### src/rtl/phase_mem_sequencer.sv
// Sequencer that runs the enabled phase blocks one at a time in index order,
// muxing the active phase's bus onto the single-port node memory.
`timescale 1ns/1ps
module phase_mem_sequencer #(
    parameter int N_PHASES    = 4,
    parameter int ADDR_W      = 16,
    parameter int DATA_W      = 16,
    parameter int TIMEOUT_CYC = 4096
) (
    input  logic                       clock,
    input  logic                       nrst,
    input  logic                       run_i,
    input  logic [N_PHASES-1:0]        phase_en_i,
    input  logic [N_PHASES*ADDR_W-1:0] ph_addr_i,
    input  logic [N_PHASES-1:0]        ph_wr_en_i,
    input  logic [N_PHASES*DATA_W-1:0] ph_wdata_i,
    input  logic [N_PHASES-1:0]        ph_done_i,
    output logic [N_PHASES-1:0]        ph_start_o,
    output logic [N_PHASES-1:0]        ph_nrst_o,
    output logic [ADDR_W-1:0]          mem_addr_o,
    output logic                       mem_wr_en_o,
    output logic [DATA_W-1:0]          mem_wdata_o,
    output logic                       busy_o,
    output logic                       done_o,
    output logic                       error_o,
    output logic [2:0]                 cur_phase_o
);

    typedef enum logic [2:0] {IDLE, CLR, START, WAIT, FIN, ERR} state_t;

    localparam logic [15:0] TMO_LAST = 16'(TIMEOUT_CYC - 1);

    state_t              state_q, state_d;
    logic [N_PHASES-1:0] mask_q, mask_d;
    logic [2:0]          cur_phase_q, cur_phase_d;
    logic [N_PHASES-1:0] ph_nrst_q, ph_nrst_d;
    logic [N_PHASES-1:0] ph_start_q, ph_start_d;
    logic                busy_q, busy_d;
    logic                done_q, done_d;
    logic                error_q, error_d;
    logic [15:0]         timer_q, timer_d;

    logic [N_PHASES-1:0] curBit;
    logic [2:0]          firstIdx;
    logic                nextValid;
    logic [2:0]          nextIdx;

    function automatic logic [N_PHASES-1:0] phaseBit(input logic [2:0] idx);
        logic [N_PHASES-1:0] b;
        for (int i = 0; i < N_PHASES; i++) begin
            b[i] = (idx == 3'(i));
        end
        return b;
    endfunction

    // Lowest enabled phase of a new request, and next enabled phase above the current one.
    always_comb begin
        curBit    = phaseBit(cur_phase_q);
        firstIdx  = '0;
        nextValid = 1'b0;
        nextIdx   = '0;
        for (int i = N_PHASES - 1; i >= 0; i--) begin
            if (phase_en_i[i]) begin
                firstIdx = 3'(i);
            end
            if (mask_q[i] && (i > int'(cur_phase_q))) begin
                nextValid = 1'b1;
                nextIdx   = 3'(i);
            end
        end
    end

    always_comb begin
        state_d     = state_q;
        mask_d      = mask_q;
        cur_phase_d = cur_phase_q;
        ph_nrst_d   = ph_nrst_q;
        ph_start_d  = '0;
        busy_d      = busy_q;
        done_d      = done_q;
        error_d     = error_q;
        timer_d     = timer_q;
        case (state_q)
            IDLE, ERR: begin
                // A faulted phase stays in reset until a new run is accepted.
                if (state_q == IDLE) begin
                    ph_nrst_d = '1;
                end
                if (run_i) begin
                    mask_d    = phase_en_i;
                    done_d    = 1'b0;
                    error_d   = 1'b0;
                    ph_nrst_d = '1;
                    if (phase_en_i != '0) begin
                        cur_phase_d = firstIdx;
                        ph_nrst_d   = ~phaseBit(firstIdx);
                        busy_d      = 1'b1;
                        state_d     = CLR;
                    end else begin
                        done_d  = 1'b1;
                        state_d = IDLE;
                    end
                end
            end
            CLR: begin
                ph_nrst_d  = ph_nrst_q | curBit;
                ph_start_d = curBit;
                state_d    = START;
            end
            START: begin
                timer_d = '0;
                state_d = WAIT;
            end
            WAIT: begin
                if ((ph_done_i & curBit) != '0) begin
                    if (nextValid) begin
                        cur_phase_d = nextIdx;
                        ph_nrst_d   = ph_nrst_q & ~phaseBit(nextIdx);
                        state_d     = CLR;
                    end else begin
                        busy_d  = 1'b0;
                        done_d  = 1'b1;
                        state_d = FIN;
                    end
                end else if ((TIMEOUT_CYC != 0) && (timer_q == TMO_LAST)) begin
                    ph_nrst_d = ph_nrst_q & ~curBit;
                    error_d   = 1'b1;
                    done_d    = 1'b1;
                    busy_d    = 1'b0;
                    state_d   = ERR;
                end else begin
                    timer_d = timer_q + 16'd1;
                end
            end
            FIN: begin
                state_d = IDLE;
            end
            default: begin
                state_d = IDLE;
            end
        endcase
    end

    always_ff @(posedge clock) begin
        if (!nrst) begin
            state_q     <= IDLE;
            mask_q      <= '0;
            cur_phase_q <= '0;
            ph_nrst_q   <= '0;
            ph_start_q  <= '0;
            busy_q      <= 1'b0;
            done_q      <= 1'b0;
            error_q     <= 1'b0;
            timer_q     <= '0;
        end else begin
            state_q     <= state_d;
            mask_q      <= mask_d;
            cur_phase_q <= cur_phase_d;
            ph_nrst_q   <= ph_nrst_d;
            ph_start_q  <= ph_start_d;
            busy_q      <= busy_d;
            done_q      <= done_d;
            error_q     <= error_d;
            timer_q     <= timer_d;
        end
    end

    // Writes from a phase still held in reset must never reach the memory.
    always_comb begin
        mem_addr_o  = '0;
        mem_wdata_o = '0;
        mem_wr_en_o = 1'b0;
        if ((state_q == CLR) || (state_q == START) || (state_q == WAIT)) begin
            for (int i = 0; i < N_PHASES; i++) begin
                if (curBit[i]) begin
                    mem_addr_o  = ph_addr_i[i*ADDR_W +: ADDR_W];
                    mem_wdata_o = ph_wdata_i[i*DATA_W +: DATA_W];
                    mem_wr_en_o = ph_wr_en_i[i] & ph_nrst_q[i];
                end
            end
        end
    end

    assign ph_start_o  = ph_start_q;
    assign ph_nrst_o   = ph_nrst_q;
    assign busy_o      = busy_q;
    assign done_o      = done_q;
    assign error_o     = error_q;
    assign cur_phase_o = cur_phase_q;

endmodule

### config.mk
export PLATFORM = sky130hd
export DESIGN_NAME = phase_mem_sequencer
export DESIGN_NICKNAME = d
export VERILOG_FILES = /design/src/rtl/phase_mem_sequencer.sv
export SDC_FILE = /design/constraint.sdc
export NUM_CORES = 1
export LEC_CHECK = 0
export BUFFER_PORTS_ARGS = -buffer_cell sky130_fd_sc_hd__buf_2
export CORE_MARGIN = 1
export CORE_UTILIZATION = 47
export CTS_CLUSTER_SIZE = 28
export DETAILED_ROUTE_END_ITERATION = 12
export PLACE_DENSITY = 0.92
export SLEW_MARGIN = 25
export SYNTH_ARGS = -nofsm -noshare
export SYNTH_HDL_FRONTEND = slang
export SYNTH_SLANG_ARGS = --single-unit
### constraint.sdc
create_clock -name clock -period 4.8 [get_ports clock]
set_input_delay 0.24 -clock clock [delete_from_list [all_inputs] [get_ports clock]]
set_output_delay 0.24 -clock clock [all_outputs]
set_load 0.1 [all_outputs]
==> metrics list <==
* Ys async rst share: 0%
- The analysis attributes to net switching a power of ~1.6 mW.
- Routability-driven placement finished with a final weighted congestion of 0.917.
- STA classifies the critical path endpoint as a register.
* Core occupancy in the finished layout: 67.8%
* Net switching fraction of the power: between 60 and 70%
- Number of buffer cells added on primary ports: roughly 190
- The largest individual stage delay along the critical path comes from the cell sky130_fd_sc_hd__dfxtp_4.
* Max FO, Critical Path: 50
* Number of setup violations in the final report: 0
- Timing would allow up to approximately 390 MHz.
- CP Cell Sequence: mux4_2 > nand2b_4 > a21o_1 > or4_1 > a21oi_1
* Mean post-synth cell area: between 9 and 10 um2
- Dominant register cell in the synthesized netlist: sky130_fd_sc_hd__dfxtp_1
- OpenSTA, run right after detailed placement, puts the worst setup slack at about 2.0 ns.
- Final hold slack: approximately 0.23 ns
- Once routing completed, OpenROAD measured the worst setup slack at around 2.2 ns.
* Worst reg-to-reg path cell count: 5
- The number of hold buffers added after CTS was 0.
* Count of maximum capacitance violations: 0
* Starting density of the core: about 50%
- The share of total power dissipated in combinational logic is 70.7%.
- Leakage power summed over all cells: approximately 1.8 nW
- The most critical setup path has its endpoint at timer_q[9]$_SDFFE_PN0P_.
* Hpwl dp: around 8.8 mm
- Period Utilization, post-route: approximately 54%
- Netlist area before placement: ~3000 um2
- The critical path in this run is classified as register to register.
* Clock power share: 12.7%
* Clock Latency Late Sink: around 0.30 ns
- Max VDD drop: 721 uV
* DIE HEIGHT: slightly above 80 um
* Maximum number of pins on one net before global-route repair: 51
- Together, buffers and inverters on the worst path number 0.
- Gates resized during post-CTS repair numbered 0.
* Distinct cell type count after synthesis: 55
* Critical R2R Capture: timer_q[9]$_SDFFE_PN0P_
* Cell Count, Final, Fillers Out: between 500 and 600
* Num Clock Sinks: 35
- In this run the worst hold path is classified as input pin to register.
- Using the TritonRoute via totals, the vias-per-cell ratio works out to between 6 and 7.
- The cell count after synthesis came out at 330.
* Growth of design area from synthesis to finish: 35.9%
- Post-placement cell area: about 4000 um2
* Slack of the worst reg-to-reg path: 2.23 ns
- First-pass detailed-route iteration total: 5
- The floorplan has 28 rows.
- Total Die Area: between 6000 and 7000 um2
- Post-CTS setup buffer count: 0
- Final max-slew violation count: 0
- The synthesized netlist devotes 0.416% of its cell area to adder and majority cells.
- Post-Place Cells: approximately 570
- For this run, design rule violations remaining after detail routing come to 0.
- Die X-Extent: between 80 and 90 um
- Worst clock skew: 0.0134 ns
- Power per unit of standard cell area: 624 nW/um2
* Routed Antenna Nets: 0
- CTS built an H-tree with a depth of 2.
- The clock passes through at most 2 buffers.
- The number of hold-slack violations in the final timing report is 0.
- After global routing the overflow that remains totals 0.
- The kind of cell with the highest combined delay along the critical path is simple AND/OR/NAND/NOR gates.
- Clock-pin slew was measured on the worst setup and hold paths at approximately 0.080 ns.
* Status: completed
- Overall fraction of global-route tracks in use: a little under a third
- Number of global-route vias before repair: ~3200
- Element type at the critical path start: register
- By area, the combinational part of the netlist is dominated by multiplexers.
* Setup repair after global routing missed its margin: false
- Of the total synthesized cell area, the portion taken by XOR and XNOR cells is between 2 and 2.5%.
- Dividing the detail-routed wire length by the instance count gives 18.8 um.
- Internal: approximately 940 uW
- The Yosys step of the flow raised 0 warnings.
- Post-synth EDFFs: 0
- Measured against its own limit, the worst slew margin works out to 49.1%.
- Setup total negative slack on the finished layout was measured at 0 ns.
- Data on the critical path arrives at its endpoint at between 2 and 3 ns.
- Sequential share of the synthesized area: between 20% and 30%
* Net count of the finished layout: 645
* Slew at the pin closest to its max-slew limit: between 0.7 and 0.8 ns
- Number of register bits inferred by synthesis: 35
* Timing startpoint of the critical path: cur_phase_o[1]$_SDFFE_PN0P_
- After detailed routing, the total wire length is about 11 mm.
* Root buffer selected by CTS: sky130_fd_sc_hd__clkbuf_8
- CTS tree: done
* Synth Area in Compound Gates: between 15 and 20%
- The first global-routing pass estimated between 15 and 20 mm of wire.
- Launching point of the worst reg2reg path: cur_phase_o[1]$_SDFFE_PN0P_
* Min Clock Period, post-route: approximately 2.6 ns
- The first routing iteration left between 200 and 250 violations.
- CTS Buf Count: 5
* Required time of the critical path: 5.03 ns
- Simple-gate portion of the synthesized area: between 20% and 30%
- Net count after synthesis: between 400 and 500
- Counting buffers and inverters, the worst setup path is 5 cells deep.
* Ports placed on the boundary: 190
* Share of final-layout standard cells stronger than drive strength 1: between 40% and 50%
- Worst stage delay on the critical path: between 0.7 and 0.8 ns
- The routed layout has 3489 vias.
* Antenna violations before repair: 2
* Total power after layout: between 2 and 3 mW
* Portion of total power attributed to sequential cells: approximately 17%
* Multiplexer share of the synthesized area: roughly 27%
* Final standard cell area without fillers: just over 4000 um2
- Area of the core: 6030 um2
==> metal layers <==
metal	vias to the layer above	track usage [%]	wire, um
met3	23	9.89	1350
met1	1639	39.0	4030
met4	2	12.6	242
met2	234	50.8	5230
met5	-	0	12
li1	1591	-	-
==> worst min-delay path by stage <==
stage	from	end	slack, ns	cells past startpoint
2_1_floorplan	phase_en_i[3]	mask_q[3]$_SDFFE_PN0P_	0.40	2
3_3_place_gp	timer_q[11]$_SDFFE_PN0P_	timer_q[11]$_SDFFE_PN0P_	0.45	2
3_5_place_dp	timer_q[11]$_SDFFE_PN0P_	timer_q[11]$_SDFFE_PN0P_	0.47	2
4_1_cts	phase_en_i[3]	mask_q[3]$_SDFFE_PN0P_	0.23	3
5_1_grt	phase_en_i[3]	mask_q[3]$_SDFFE_PN0P_	0.29	3
6_report	phase_en_i[3]	mask_q[3]$_SDFFE_PN0P_	0.23	3
==> flip-flops by register name, indices dropped and copies added (netlist names) <==
name and cells:
timer_q 16, ph_nrst_o 4, ph_start_o 4, mask_q 3, state_q 3, cur_phase_o 2, busy_o 1, done_o 1
error_o 1
==> layout make-up <==
cell class                      instances  area, um2
Multi-Input combinational cell        258       2150
Inverter                               11       41.3
Timing Repair Buffer                  190        956
Fill cell                             496       1940
Tap cell                               75       93.8
Clock inverter                          3       67.6
Antenna cell                            1       2.50
Clock buffer                            5       68.8
Sequential cell                        35        706
==> worst min-delay path, delay by kind of cell <==
kind | cells | cell delay, ns
AND/OR/NAND/NOR | 1 | 0.09
buffers and inverters | 1 | 0.11
AO/OA/AOI/OAI | 1 | 0.06
==> power by group through the flow <==
stage	Clock (mW)	Combinational [mW]	Sequential (mW)
detailed placement	0	1.80	0.425
CTS	0.328	1.80	0.419
finish	0.325	1.80	0.421
global placement	0	1.78	0.421
global route	0.339	1.88	0.432
floorplan	0	1.35	0.568
==> synthesized netlist by cell type (all sizes together) (3+ instances only) <==
cell type | instances | area [um2]
a211oi | 3 | 35.0
a21boi | 3 | 22.5
a21o | 3 | 22.5
a21oi | 23 | 115
a31oi | 4 | 25.0
and3 | 6 | 37.5
and4 | 3 | 26.3
buf | 7 | 46.3
clkbuf | 19 | 71.3
dfxtp | 35 | 701
inv | 11 | 41.3
mux2i | 7 | 70.1
mux4 | 33 | 743
nand2 | 16 | 60.1
nand2b | 4 | 32.5
nand3 | 13 | 65.1
nand3b | 4 | 30.0
nand4 | 5 | 31.3
nor2 | 24 | 90.1
nor2b | 38 | 238
nor3 | 3 | 15.0
nor4 | 3 | 18.8
o21ai | 16 | 80.1
o31ai | 4 | 30.0
or3 | 3 | 18.8
or4 | 4 | 30.0
xnor2 | 7 | 61.3
==> layout by cell type, fill, tap and decap left out, drive strengths merged, types with 3 or more instances in the layout <==
cell type	n
a211oi	3
a21boi	3
a21o	3
a21oi	23
a31oi	4
and3	6
and4	3
buf	190
clkbuf	5
dfxtp	35
inv	11
mux2i	7
mux4	33
nand2	16
nand2b	4
nand3	13
nand3b	4
nand4	5
nor2	24
nor2b	38
nor3	3
nor4	3
o21ai	16
o31ai	4
or3	3
or4	4
xnor2	7
==> logic make-up (layout without fill, tap and decap cells) <==
kind of cell               after synthesis  after routing
and+or+nand+nor                        132            132
AOI/OAI and AO/OA                       77             77
muxes                                   40             40
buffers and inverters                   37            209
DFF                                     35             35
xor gates and xnor gates                 7              7
adders and majority gates                1              1
other                                    1              2
Note: power is estimated with default switching activity, not from simulation.
